--- src/rtl/vga_raster_gen.sv ---
// vga_raster_gen: raster timing source for the display path.
// Produces pixel coordinates, active-low syncs, display enable, a per-frame
// tick and a frame counter, all advancing on a divided pixel strobe.
// Optional feature macro: RASTER_ALIGN_EN -- delays hsync_n/vsync_n/inDisplay
// by PIPE_DEPTH clk cycles to line them up with twice-registered RGB.
module vga_raster_gen #(
  parameter int unsigned H_ACTIVE   = 640,
  parameter int unsigned H_FP       = 16,
  parameter int unsigned H_SYNC     = 96,
  parameter int unsigned H_BP       = 48,
  parameter int unsigned V_ACTIVE   = 480,
  parameter int unsigned V_FP       = 10,
  parameter int unsigned V_SYNC     = 2,
  parameter int unsigned V_BP       = 33,
  parameter int unsigned CLK_DIV    = 2,
  parameter int unsigned PIPE_DEPTH = 2
) (
  input  logic        clk,
  input  logic        reset,
  output logic        pix_ce,
  output logic [9:0]  CounterX,
  output logic [9:0]  CounterY,
  output logic        hsync_n,
  output logic        vsync_n,
  output logic        inDisplay,
  output logic        frame_start,
  output logic [15:0] FrameCount
);

  localparam int unsigned H_TOTAL = H_ACTIVE + H_FP + H_SYNC + H_BP;
  localparam int unsigned V_TOTAL = V_ACTIVE + V_FP + V_SYNC + V_BP;
  localparam int unsigned DW      = (CLK_DIV > 1) ? $clog2(CLK_DIV) : 1;

`ifdef RASTER_ALIGN_EN
  localparam int unsigned SYNC_DELAY = PIPE_DEPTH;
`else
  localparam int unsigned SYNC_DELAY = PIPE_DEPTH * 0;
`endif

  localparam logic [DW-1:0] DIV_LAST = DW'(CLK_DIV - 1);
  localparam logic [9:0] X_LAST = 10'(H_TOTAL - 1);
  localparam logic [9:0] Y_LAST = 10'(V_TOTAL - 1);
  localparam logic [9:0] X_ACT  = 10'(H_ACTIVE);
  localparam logic [9:0] Y_ACT  = 10'(V_ACTIVE);
  localparam logic [9:0] HS_BEG = 10'(H_ACTIVE + H_FP);
  localparam logic [9:0] HS_END = 10'(H_ACTIVE + H_FP + H_SYNC - 1);
  localparam logic [9:0] VS_BEG = 10'(V_ACTIVE + V_FP);
  localparam logic [9:0] VS_END = 10'(V_ACTIVE + V_FP + V_SYNC - 1);

  logic [DW-1:0] div_q, div_d;
  logic          pce_q, pce_d;
  logic [9:0]    x_q, x_d, y_q, y_d;
  logic          hs_q, hs_d, vs_q, vs_d, de_q, de_d, fs_q, fs_d;
  logic [15:0]   fc_q, fc_d;
  logic          tick;

  // Next-state: divider, raster position, frame tick; syncs/enable are
  // decoded from the *next* position so they register alongside it.
  always_comb begin
    tick  = (div_q == DIV_LAST);
    div_d = tick ? '0 : div_q + 1'b1;
    pce_d = tick;
    x_d   = x_q;
    y_d   = y_q;
    fs_d  = 1'b0;
    fc_d  = fc_q;
    if (tick) begin
      if (x_q == X_LAST) begin
        x_d = '0;
        if (y_q == Y_LAST) begin
          y_d  = '0;
          fs_d = 1'b1;
          fc_d = fc_q + 16'd1;
        end else begin
          y_d = y_q + 10'd1;
        end
      end else begin
        x_d = x_q + 10'd1;
      end
    end
    hs_d = !((x_d >= HS_BEG) && (x_d <= HS_END));
    vs_d = !((y_d >= VS_BEG) && (y_d <= VS_END));
    de_d = (x_d < X_ACT) && (y_d < Y_ACT);
  end

  // Raster state register; reset drops straight to the idle values.
  always_ff @(posedge clk) begin
    if (reset) begin
      div_q <= '0;
      pce_q <= 1'b0;
      x_q   <= '0;
      y_q   <= '0;
      hs_q  <= 1'b1;
      vs_q  <= 1'b1;
      de_q  <= 1'b0;
      fs_q  <= 1'b0;
      fc_q  <= '0;
    end else begin
      div_q <= div_d;
      pce_q <= pce_d;
      x_q   <= x_d;
      y_q   <= y_d;
      hs_q  <= hs_d;
      vs_q  <= vs_d;
      de_q  <= de_d;
      fs_q  <= fs_d;
      fc_q  <= fc_d;
    end
  end

  assign pix_ce      = pce_q;
  assign CounterX    = x_q;
  assign CounterY    = y_q;
  assign frame_start = fs_q;
  assign FrameCount  = fc_q;

  if (SYNC_DELAY == 0) begin : g_direct
    assign hsync_n   = hs_q;
    assign vsync_n   = vs_q;
    assign inDisplay = de_q;
  end else begin : g_align
    logic [SYNC_DELAY-1:0] hs_pipe_q, vs_pipe_q, de_pipe_q;

    // Clk-rate delay line for syncs/enable only; coordinates stay undelayed.
    always_ff @(posedge clk) begin
      if (reset) begin
        hs_pipe_q <= '1;
        vs_pipe_q <= '1;
        de_pipe_q <= '0;
      end else begin
        hs_pipe_q[0] <= hs_q;
        vs_pipe_q[0] <= vs_q;
        de_pipe_q[0] <= de_q;
        for (int unsigned i = 1; i < SYNC_DELAY; i++) begin
          hs_pipe_q[i] <= hs_pipe_q[i-1];
          vs_pipe_q[i] <= vs_pipe_q[i-1];
          de_pipe_q[i] <= de_pipe_q[i-1];
        end
      end
    end

    assign hsync_n   = hs_pipe_q[SYNC_DELAY-1];
    assign vsync_n   = vs_pipe_q[SYNC_DELAY-1];
    assign inDisplay = de_pipe_q[SYNC_DELAY-1];
  end

endmodule
--- config.mk ---
export PLATFORM = sky130hd
export DESIGN_NAME = vga_raster_gen
export DESIGN_NICKNAME = d
export VERILOG_FILES = /design/src/rtl/vga_raster_gen.sv
export SDC_FILE = /design/constraint.sdc
export NUM_CORES = 1
export LEC_CHECK = 0
export ABC_AREA = 1
export BUFFER_PORTS_ARGS = -buffer_cell sky130_fd_sc_hd__buf_4
export CORE_UTILIZATION = 40
export DETAILED_ROUTE_END_ITERATION = 8
export PLACE_DENSITY = 0.71
export SETUP_SLACK_MARGIN = 0.2
export SLEW_MARGIN = 20
export SYNTH_ARGS = -nofsm -noshare
export SYNTH_HDL_FRONTEND = slang
export SYNTH_SLANG_ARGS = --single-unit
--- constraint.sdc ---
create_clock -name clk -period 3.6 [get_ports clk]
set_clock_uncertainty 0.15 [all_clocks]
set_input_delay 0.18 -clock clk [delete_from_list [all_inputs] [get_ports clk]]
set_output_delay 0.18 -clock clk [all_outputs]
set_load 0.1 [all_outputs]
==> summary.md <==
| Metric | Value |
|---|---|
| Antenna violations before repair | `0` |
| ANT cells | `0` |
| Core area | `5510 um2` |
| DIE WIDTH | `77.7 um` |
| Crit path buffers/inverters | `1` |
| Yosys top cell area share | `36.7%` |
| Static leakage | `1.26 nW` |
| Total Wirelength | `5.44 mm` |
| Hold Path Sink | `CounterY[7]` |
| Min-Delay Startpoint | `reset` |
| Die ar. | `6040 um2` |
| Cts repair resizes | `0` |
| #FFs+latches synth | `42` |
| Setup slack, reg-to-reg | `1360 ps` |
| Slowest CP cell | `dfxtp_1` |
| Filler instances | `559` |
| Antenna-violating nets left | `0` |
| Synth top cells by count | `89 x nand2_1, 51 x inv_1, 42 x dfxtp_1, 37 x nor2_1, 25 x nand3_1` |
| Root cell of the clock tree | `clkbuf_8` |
| Footprint of the multi-input gates | `1220 um2` |
| Initial DRC count | `140` |
| Worst-Margin Slew | `707 ps` |
| Critical-path cell list | `nand2_1 -> nor2_1 -> nand3_1 -> xor2_1 -> nand2_1 -> nand3_1 -> nand2_1 -> nor2_1 -> nand2_1 -> inv_1` |
| Cell area after synthesis | `2290 um2` |
| Count leader, synth | `nand2_1` |
| Drt first pass iters | `4` |
| PwrDens | `316 nW/um2` |
| Top-Level Pins | `43` |
| RSZ-0062 raised after global routing | `no` |
| Fin nets | `394` |
| Largest incremental delay on the critical path | `790 ps` |
| IO buf count | `42` |
| Initial Utilization | `41.6%` |
| Drt wl/cell | `11.8 um` |
| CTS tree | `done` |
| Post-synthesis async set-or-reset flop share | `0%` |
| Most frequent CP cell | `nand2_1` |
| Final setup fails | `0` |
| Place WS | `1430 ps` |
| Clk_lat worst skew | `290 ps` |
| Register Area | `841 um2` |
| Hpwl dp | `4.20 mm` |
| Clock slew at reported path FFs | `80 ps` |
| Critical Path AT | `2330 ps` |
| Hold crit path type | `in -> reg` |
| Mapped Cells | `344` |
| Yosys warns | `0` |
| Worst setup margin | `1360 ps` |
| Fmax | `446 MHz` |
| Top post-synthesis cells by area | `dfxtp_1 37%, nand2_1 15%, inv_1 8.4%` |
| Data required time of the critical path | `3690 ps` |
| Syn Area/Cell | `6.66 um2` |
| Pin count of the biggest net entering global routing | `23` |
| Vias in the first global route | `2074` |
| Sequential share of the synthesized area | `36.7%` |
| Fin util | `50.6%` |
| First-pass GRT wire length | `9.27 mm` |
| CTS max path bufs | `2` |
| Main synth FF type | `dfxtp_1` |
| Area leader, netlist | `dfxtp_1` |
| Hold Buf Count CTS | `0` |
| Hold Path Depth | `2` |
| Vias | `2309` |
| Synth cell types | `31` |
| TNS Setup | `0 ps` |
| Worst hold margin | `90.9 ps` |
| Critical path peak fanout | `20` |
| Area Growth Syn to Fin | `21.5%` |
| Crit. End Element | `flop` |
| Crit path time final | `2240 ps` |
| RD Place Congestion | `0.861` |
| Critical path type | `reg -> reg` |
| EDFF count, synth | `0` |
| Reg2reg path depth | `10` |
| Post-Syn Nets | `350` |
| Max-Cap Viols | `0` |
| CTS Sinks | `42` |
| GRT overflow | `0` |
| All-Layer GR Usage | `19.0%` |
| CTS HTree Levels | `2` |
| Reg2reg start | `div_q` |
| Number of setup buffers added after CTS | `0` |
| Row count | `27` |
| Fin crit share | `62.2%` |
| Status | `completed` |
| Max VDD drop | `0.197 mV` |
| Drc violations | `0` |
| Critical path's top delay family | `simple AND/OR/NAND/NOR gates` |
| Pins Over Slew Limit | `0` |
| Die Ht | `77.7 um` |
| Critical path launch point type | `flop` |
| Cts bufs inserted | `5` |
| Final hold viol count | `0` |
| Vias per cell | `5.01` |
| Slew headroom | `52.8%` |
| R2r endpoint | `inDisplay` |
| Fraction of layout instances using a drive strength above 1 | `17.5%` |
| Power, Total | `0.000880 W` |
## sequential cells by signal (all words and copies together) (netlist names)
signal and count:
CounterX 10, CounterY 10, FrameCount 16, div_q 1
frame_start 1, hsync_n 1, inDisplay 1, pix_ce 1
vsync_n 1
## area by class of cell
class,instances,area share (%)
Tap cell,72,3.24
Timing Repair Buffer,42,11.3
Inverter,55,7.42
Clock buffer,7,2.74
Clock inverter,1,1.08
Sequential cell,42,30.2
Multi-Input combinational cell,242,44.0
## logic make-up after synthesis
| family | after synthesis | share of synthesized area, % |
|---|---|---|
| AOI/OAI and AO/OA | 29 | 6.66 |
| xor gates and xnor gates | 10 | 3.82 |
| adders and majority gates | 4 | 2.18 |
| buffers and inverters | 60 | 9.88 |
| DFF | 42 | 36.7 |
| and+or+nand+nor | 199 | 40.8 |
## power by group
group	total (W)	internal, W	leakage, nW	switching [W]
clock	0.000362	0.000208	0.0524	0.000154
combinational	0.0000430	0.00000808	0.869	0.0000349
sequential	0.000475	0.000468	0.339	0.00000724
## per-layer routing
metal / part of all wire [%] / track usage [%] / vias up / wire, um
met2: 46 / 31.2 / 74 / 2520
met1: 46 / 25.0 / 1035 / 2480
met3: 6.6 / 3.29 / 10 / 358
met5: 0 / 0 / - / 0
met4: 1.4 / 6.79 / 0 / 76
li1: - / - / 1190 / -
## through the flow
step / area, um2 / std cells
2_1_floorplan: 2290 / 344
3_3_place_gp: 2680 / 453
5_1_grt: 2780 / 461
4_1_cts: 2780 / 461
3_5_place_dp: 2680 / 453
6_report: 2780 / 461
## how the worst max path moves through the flow
stage	start	end	slack, ps	cells after the start
global route	div_q	inDisplay	1070	10
global placement	div_q	inDisplay	1490	10
CTS	div_q	inDisplay	1410	10
detailed placement	div_q	inDisplay	1430	10
floorplan	CounterX[0]	FrameCount[11]	990	12
finish	div_q	inDisplay	1360	10
## cells in the final DEF (no fill, tap or decap), drive strengths merged
cell type	netlist	layout
and3	1	1
xor2	6	6
ha	4	4
nor2	42	42
o21ai	12	12
clkbuf	2	7
nand2	96	96
bufinv	0	1
inv	55	55
nand4	17	17
xnor2	4	4
nand3	26	26
nor3b	2	2
nor4	3	3
a32o	1	1
buf	3	42
a211oi	1	1
dfxtp	42	42
nor3	12	12
a21oi	15	15
(Power assumes the default switching activity.)
